$ cat src/rtl/output_serializer.sv
// Block-to-word serializer: whole ciphertext blocks enter a small FIFO and
// leave as OUT_W-bit words under a valid/ready handshake.
module output_serializer #(
  parameter int BLOCK_W   = 128,
  parameter int OUT_W     = 8,
  parameter int DEPTH     = 2,
  parameter int LSB_FIRST = 0
) (
  input  logic                         clk,
  input  logic                         rst_,
  input  logic                         in_valid,
  input  logic [BLOCK_W-1:0]           in_data,
  output logic                         in_ready,
  output logic [OUT_W-1:0]             data_out,
  output logic                         data_ok,
  input  logic                         out_ready,
  output logic                         output_read,
  output logic                         overflow,
  output logic [$clog2(DEPTH+1)-1:0]   fifo_level
);

  localparam int BEATS  = BLOCK_W / OUT_W;
  localparam int BEAT_W = $clog2(BEATS);
  localparam int PTR_W  = (DEPTH > 1) ? $clog2(DEPTH) : 1;
  localparam int LVL_W  = $clog2(DEPTH + 1);

  typedef enum logic {IDLE, SEND} state_t;

  state_t             state;
  logic [BLOCK_W-1:0] mem [DEPTH];
  logic [PTR_W-1:0]   wr_ptr;
  logic [PTR_W-1:0]   rd_ptr;
  logic [BLOCK_W-1:0] shreg;
  logic [BLOCK_W-1:0] shifted;
  logic [OUT_W-1:0]   word;
  logic [BEAT_W-1:0]  beat;
  logic               push;
  logic               pop;
  logic               accept;
  logic               last_beat;
  logic               fifo_empty;

  function automatic logic [PTR_W-1:0] next_ptr(input logic [PTR_W-1:0] p);
    return (p == PTR_W'(DEPTH - 1)) ? '0 : p + 1'b1;
  endfunction

  // A pop happens either when IDLE picks up a block or when the final beat
  // is accepted with another block waiting, which gives back-to-back output.
  always_comb begin
    in_ready   = fifo_level < LVL_W'(DEPTH);
    fifo_empty = (fifo_level == '0);
    push       = in_valid && in_ready;
    accept     = (state == SEND) && out_ready;
    last_beat  = (beat == BEAT_W'(BEATS - 1));
    pop        = !fifo_empty && ((state == IDLE) || (accept && last_beat));
    data_ok    = (state == SEND);
    if (LSB_FIRST != 0) begin
      word    = shreg[OUT_W-1:0];
      shifted = shreg >> OUT_W;
    end else begin
      word    = shreg[BLOCK_W-1 -: OUT_W];
      shifted = shreg << OUT_W;
    end
    data_out = data_ok ? word : '0;
  end

  always_ff @(posedge clk) begin
    if (push) mem[wr_ptr] <= in_data;
  end

  always_ff @(posedge clk or negedge rst_) begin
    if (!rst_) begin
      state       <= IDLE;
      wr_ptr      <= '0;
      rd_ptr      <= '0;
      fifo_level  <= '0;
      shreg       <= '0;
      beat        <= '0;
      output_read <= 1'b0;
      overflow    <= 1'b0;
    end else begin
      output_read <= 1'b0;
      if (in_valid && !in_ready) overflow <= 1'b1;
      if (push) wr_ptr <= next_ptr(wr_ptr);
      if (pop)  rd_ptr <= next_ptr(rd_ptr);
      fifo_level <= fifo_level + LVL_W'(push) - LVL_W'(pop);

      case (state)
        IDLE: begin
          if (pop) begin
            shreg <= mem[rd_ptr];
            beat  <= '0;
            state <= SEND;
          end
        end
        SEND: begin
          if (accept) begin
            if (last_beat) begin
              output_read <= 1'b1;
              beat        <= '0;
              if (pop) shreg <= mem[rd_ptr];
              else     state <= IDLE;
            end else begin
              shreg <= shifted;
              beat  <= beat + 1'b1;
            end
          end
        end
        default: state <= IDLE;
      endcase
    end
  end

endmodule

$ cat config.mk
export PLATFORM = sky130hd
export DESIGN_NAME = output_serializer
export DESIGN_NICKNAME = d
export VERILOG_FILES = /design/src/rtl/output_serializer.sv
export SDC_FILE = /design/constraint.sdc
export NUM_CORES = 1
export LEC_CHECK = 0
export BUFFER_PORTS_ARGS = -buffer_cell sky130_fd_sc_hd__buf_2
export CAP_MARGIN = 5
export CORE_ASPECT_RATIO = 0.8
export CORE_MARGIN = 2
export CORE_UTILIZATION = 55
export DETAILED_ROUTE_END_ITERATION = 12
export GPL_TIMING_DRIVEN = 0
export PLACE_DENSITY = 0.85
export SYNTH_ARGS = -nofsm -noshare
export SYNTH_HDL_FRONTEND = slang
export SYNTH_SLANG_ARGS = --single-unit
$ cat constraint.sdc
create_clock -name clk -period 9.8 [get_ports clk]
set_input_delay 0.98 -clock clk [delete_from_list [all_inputs] [get_ports clk]]
set_output_delay 0.98 -clock clk [all_outputs]
set_load 0.03 [all_outputs]
==> out/metrics.yaml <==
floorplanning:
  placement_rows: 56
  io_pins: 146
  initial_core_util: 0.556
  dieArea_um2: 30900
  die_width_um: 196
  core_region_area_um2: 29100
  die_y_um: 158
yosys:
  synthesis.yosys.warnings: 0
  synthDistinctLibCells: 40
  synthesis.area_per_instance_um2: 15.5
  number_of_synthesized_register_bits: 395
  number_of_synthesized_flops_with_an_enable_pin: 256
  syn_area_um2: 16200
  async_flop_share: 0.352
  synth_seq_area_share: 0.688
  ys_dominant_reg_cell: "sky130_fd_sc_hd__edfxtp_1"
  synth.net_count: 1183
  synthesis.instances: 1049
setup_path:
  worst_setup_path_end_kind: "primary output"
  reg2reg_from: "fifo_level[1]$_DFF_PN0_"
  crit_chain: "clkbuf_1 > and2_1 > buf_2"
  crit_slowest_cell: "sky130_fd_sc_hd__dfrtp_1"
  critical_path.max_fanout: 10
  critical_path_arrival_ns: 1.86
  worst-r2r-setup-slack_ns: 7.39
  cp_top_family: "buffers and inverters"
  worst_path_largest_cell_delay_ns: 0.45
  criticalPathCategory: "reg -> out"
  critPathRequiredTime_ns: 8.82
  timing.reg2reg.worst_path_depth: 5
  rr_endpoint: "mem[0][36]$_DFFE_PP_"
  critical_path.n_buffers_inverters: 2
  crit_path_start_kind: "register"
place:
  dp_hpwl_um: 24400
  placed_cells_incl_taps: 1578
  placement.setup.worst_slack_ns: 6.93
  buffer_ports.inserted: 145
  gp_routability_congestion: 0.812
  postPlaceCellArea_um2: 17600
grt:
  grt_remaining_overflow: 0
  grt_first_pass_wirelength_um: 56300
  grtUsageTotal: 0.237
  grt_antenna_before_repair: 1
  grt_pass1_vias: 10000
  grt_start_max_net_pins: 85
clock_tree:
  clkLatencyLatePin_ns: 0.52
  htreeDepth: 2
  ctsRootBufferMaster: "sky130_fd_sc_hd__clkbuf_16"
  clk_transition_reported_paths_ns: 0.06
  cts-root-to-sink-buffers: 3
  cts.sinks: 395
  tritoncts: "built"
  cts_post_setup_buffers_inserted: 0
  number_of_cts_inserted_buffers: 39
  holdBufCountCts: 0
  count_of_cells_resized_by_post_cts_repair: 0
layout:
  finalInstanceArea_um2: 18900
  final_core_util: 0.648
  syn2layout_area_growth_pct: 16.4
  final_layout_size_suffix_gt1_frac: 0.276
  stdcell_count: 1650
  final_net_count: 1376
timing:
  rsz0062_at_grt: "no"
  setup_viol: 0
  slew_headroom: 0.439
  fin_tns_setup_ns: 0
  post_route_clock_skew_ns: 0.0152
  final_period_minus_worst_setup_slack_ns: 2.84
  slew_viol_final: 0
  worst_slew_pin_slew_ns: 0.839
  timing.final.ws_setup_ns: 6.96
  hold_violations: 0
  fmax_mhz: 352
  period_share: 0.290
  hold-worst-slack_ns: 0.413
routing:
  dr_total_vias: 10200
  detail_route.iter0.violations: 1150
  route.final.wire_length_um: 36000
  wl_per_cell_um: 21.8
  antenna_left: 0
  drc: 0
  drt_first_pass_iters: 8
  detail_route.vias_per_cell: 6.17
pwr:
  power_per_cell_area_nw_per_um2: 290
  vdd_ir_drop_max_mv: 0.144
  pnr_total_power_mw: 5.47
  static_leakage_nw: 7.32
hold_path:
  timing.hold.worst.class: "in -> async"
run_status:
  status: "complete, no violations"
run:
  max-cap-violations: 0
-- synth_stat cells, types with 2 or more instances --
master / count / area share
sky130_fd_sc_hd__nand3_1: 121 / 0.037
sky130_fd_sc_hd__nand2_1: 10 / 0.0023
sky130_fd_sc_hd__clkbuf_1: 41 / 0.0095
sky130_fd_sc_hd__o21ai_0: 123 / 0.038
sky130_fd_sc_hd__and3_1: 2 / 0.00077
sky130_fd_sc_hd__buf_6: 14 / 0.0097
sky130_fd_sc_hd__o221ai_1: 42 / 0.023
sky130_fd_sc_hd__and2_1: 9 / 0.0035
sky130_fd_sc_hd__nor3_1: 4 / 0.0012
sky130_fd_sc_hd__buf_4: 11 / 0.0051
sky130_fd_sc_hd__a31oi_1: 3 / 0.0012
sky130_fd_sc_hd__nor2_1: 2 / 0.00046
sky130_fd_sc_hd__dfrtp_1: 139 / 0.21
sky130_fd_sc_hd__mux2i_1: 129 / 0.080
sky130_fd_sc_hd__inv_1: 2 / 0.00046
sky130_fd_sc_hd__o221ai_2: 78 / 0.072
sky130_fd_sc_hd__ha_1: 2 / 0.0015
sky130_fd_sc_hd__xnor2_1: 2 / 0.0011
sky130_fd_sc_hd__edfxtp_1: 256 / 0.47
sky130_fd_sc_hd__buf_2: 32 / 0.0099
sky130_fd_sc_hd__o2bb2ai_1: 8 / 0.0043
-- where the power goes --
group / leakage, nW / internal [mW] / switching [mW]
registers: 4.22 / 2.25 / 0.200
logic: 2.48 / 0.579 / 0.967
clock network: 0.613 / 0.879 / 0.602
-- cells in the final DEF, fill, tap and decap left out, types with 11 or more instances in the layout --
master,n
sky130_fd_sc_hd__buf_6,15
sky130_fd_sc_hd__nand3_1,121
sky130_fd_sc_hd__buf_2,176
sky130_fd_sc_hd__o221ai_1,42
sky130_fd_sc_hd__clkbuf_1,52
sky130_fd_sc_hd__clkbuf_16,41
sky130_fd_sc_hd__mux2i_1,129
sky130_fd_sc_hd__o221ai_2,78
sky130_fd_sc_hd__dfrtp_1,139
sky130_fd_sc_hd__buf_4,11
sky130_fd_sc_hd__o21ai_0,123
sky130_fd_sc_hd__edfxtp_1,256
-- per-layer routing --
| layer | global-route usage | up-vias | part of all wire |
|---|---|---|---|
| li1 | - | 4566 | - |
| met1 | 0.345 | 5154 | 0.44 |
| met2 | 0.378 | 401 | 0.48 |
| met3 | 0.0388 | 56 | 0.066 |
| met4 | 0.0624 | 0 | 0.020 |
| met5 | 0 | - | 0 |
-- final cells by class --
class | instances | area, um^2
flip-flops and latches | 395 | 11200
fillers | 2063 | 10300
multi-input cells | 553 | 4500
clock buffers | 53 | 1080
repair buffers | 152 | 902
plain buffers | 99 | 558
well taps | 377 | 472
clock inverters | 18 | 186
inverters | 2 | 7.51
diodes | 1 | 2.50
-- state kept, by name, summed over array words and instances (netlist names) --
| register | cells |
|---|---|
| mem | 256 |
| shreg | 128 |
| beat | 4 |
| fifo_level | 2 |
| data_ok | 1 |
| output_read | 1 |
| overflow | 1 |
| rd_ptr | 1 |
| wr_ptr | 1 |
-- worst reg2reg max path: cells and delay by family (launching register included) --
kind / cells / cell delay, ns
buffers and inverters: 3 / 0.71
flip-flops: 1 / 0.41
AND/OR/NAND/NOR: 2 / 0.94
-- how the worst max path moves through the flow --
| stage | startpoint | to | cells after the start |
|---|---|---|---|
| after floorplan | in_valid | mem[0][0]$_DFFE_PP_ | 2 |
| after global placement | in_valid | mem[0][39]$_DFFE_PP_ | 3 |
| after detailed placement | in_valid | mem[0][39]$_DFFE_PP_ | 5 |
| after CTS | data_ok$_DFF_PN0_ | data_out[4] | 3 |
| after global routing | data_ok$_DFF_PN0_ | data_out[3] | 3 |
| final | data_ok$_DFF_PN0_ | data_out[3] | 3 |
-- logic make-up (layout without fill, tap and decap cells) --
family,count (synthesis),after routing,synth area share
flip-flops,395,395,0.688
AO/OA/AOI/OAI,261,261,0.143
AND/OR/NAND/NOR,157,157,0.0505
multiplexers,130,130,0.0803
buffers and inverters,101,324,0.0349
XOR/XNOR,3,3,0.00162
adder cells (fa/ha/maj),2,2,0.00154
other,0,1,0
(Power assumes the default switching activity.)
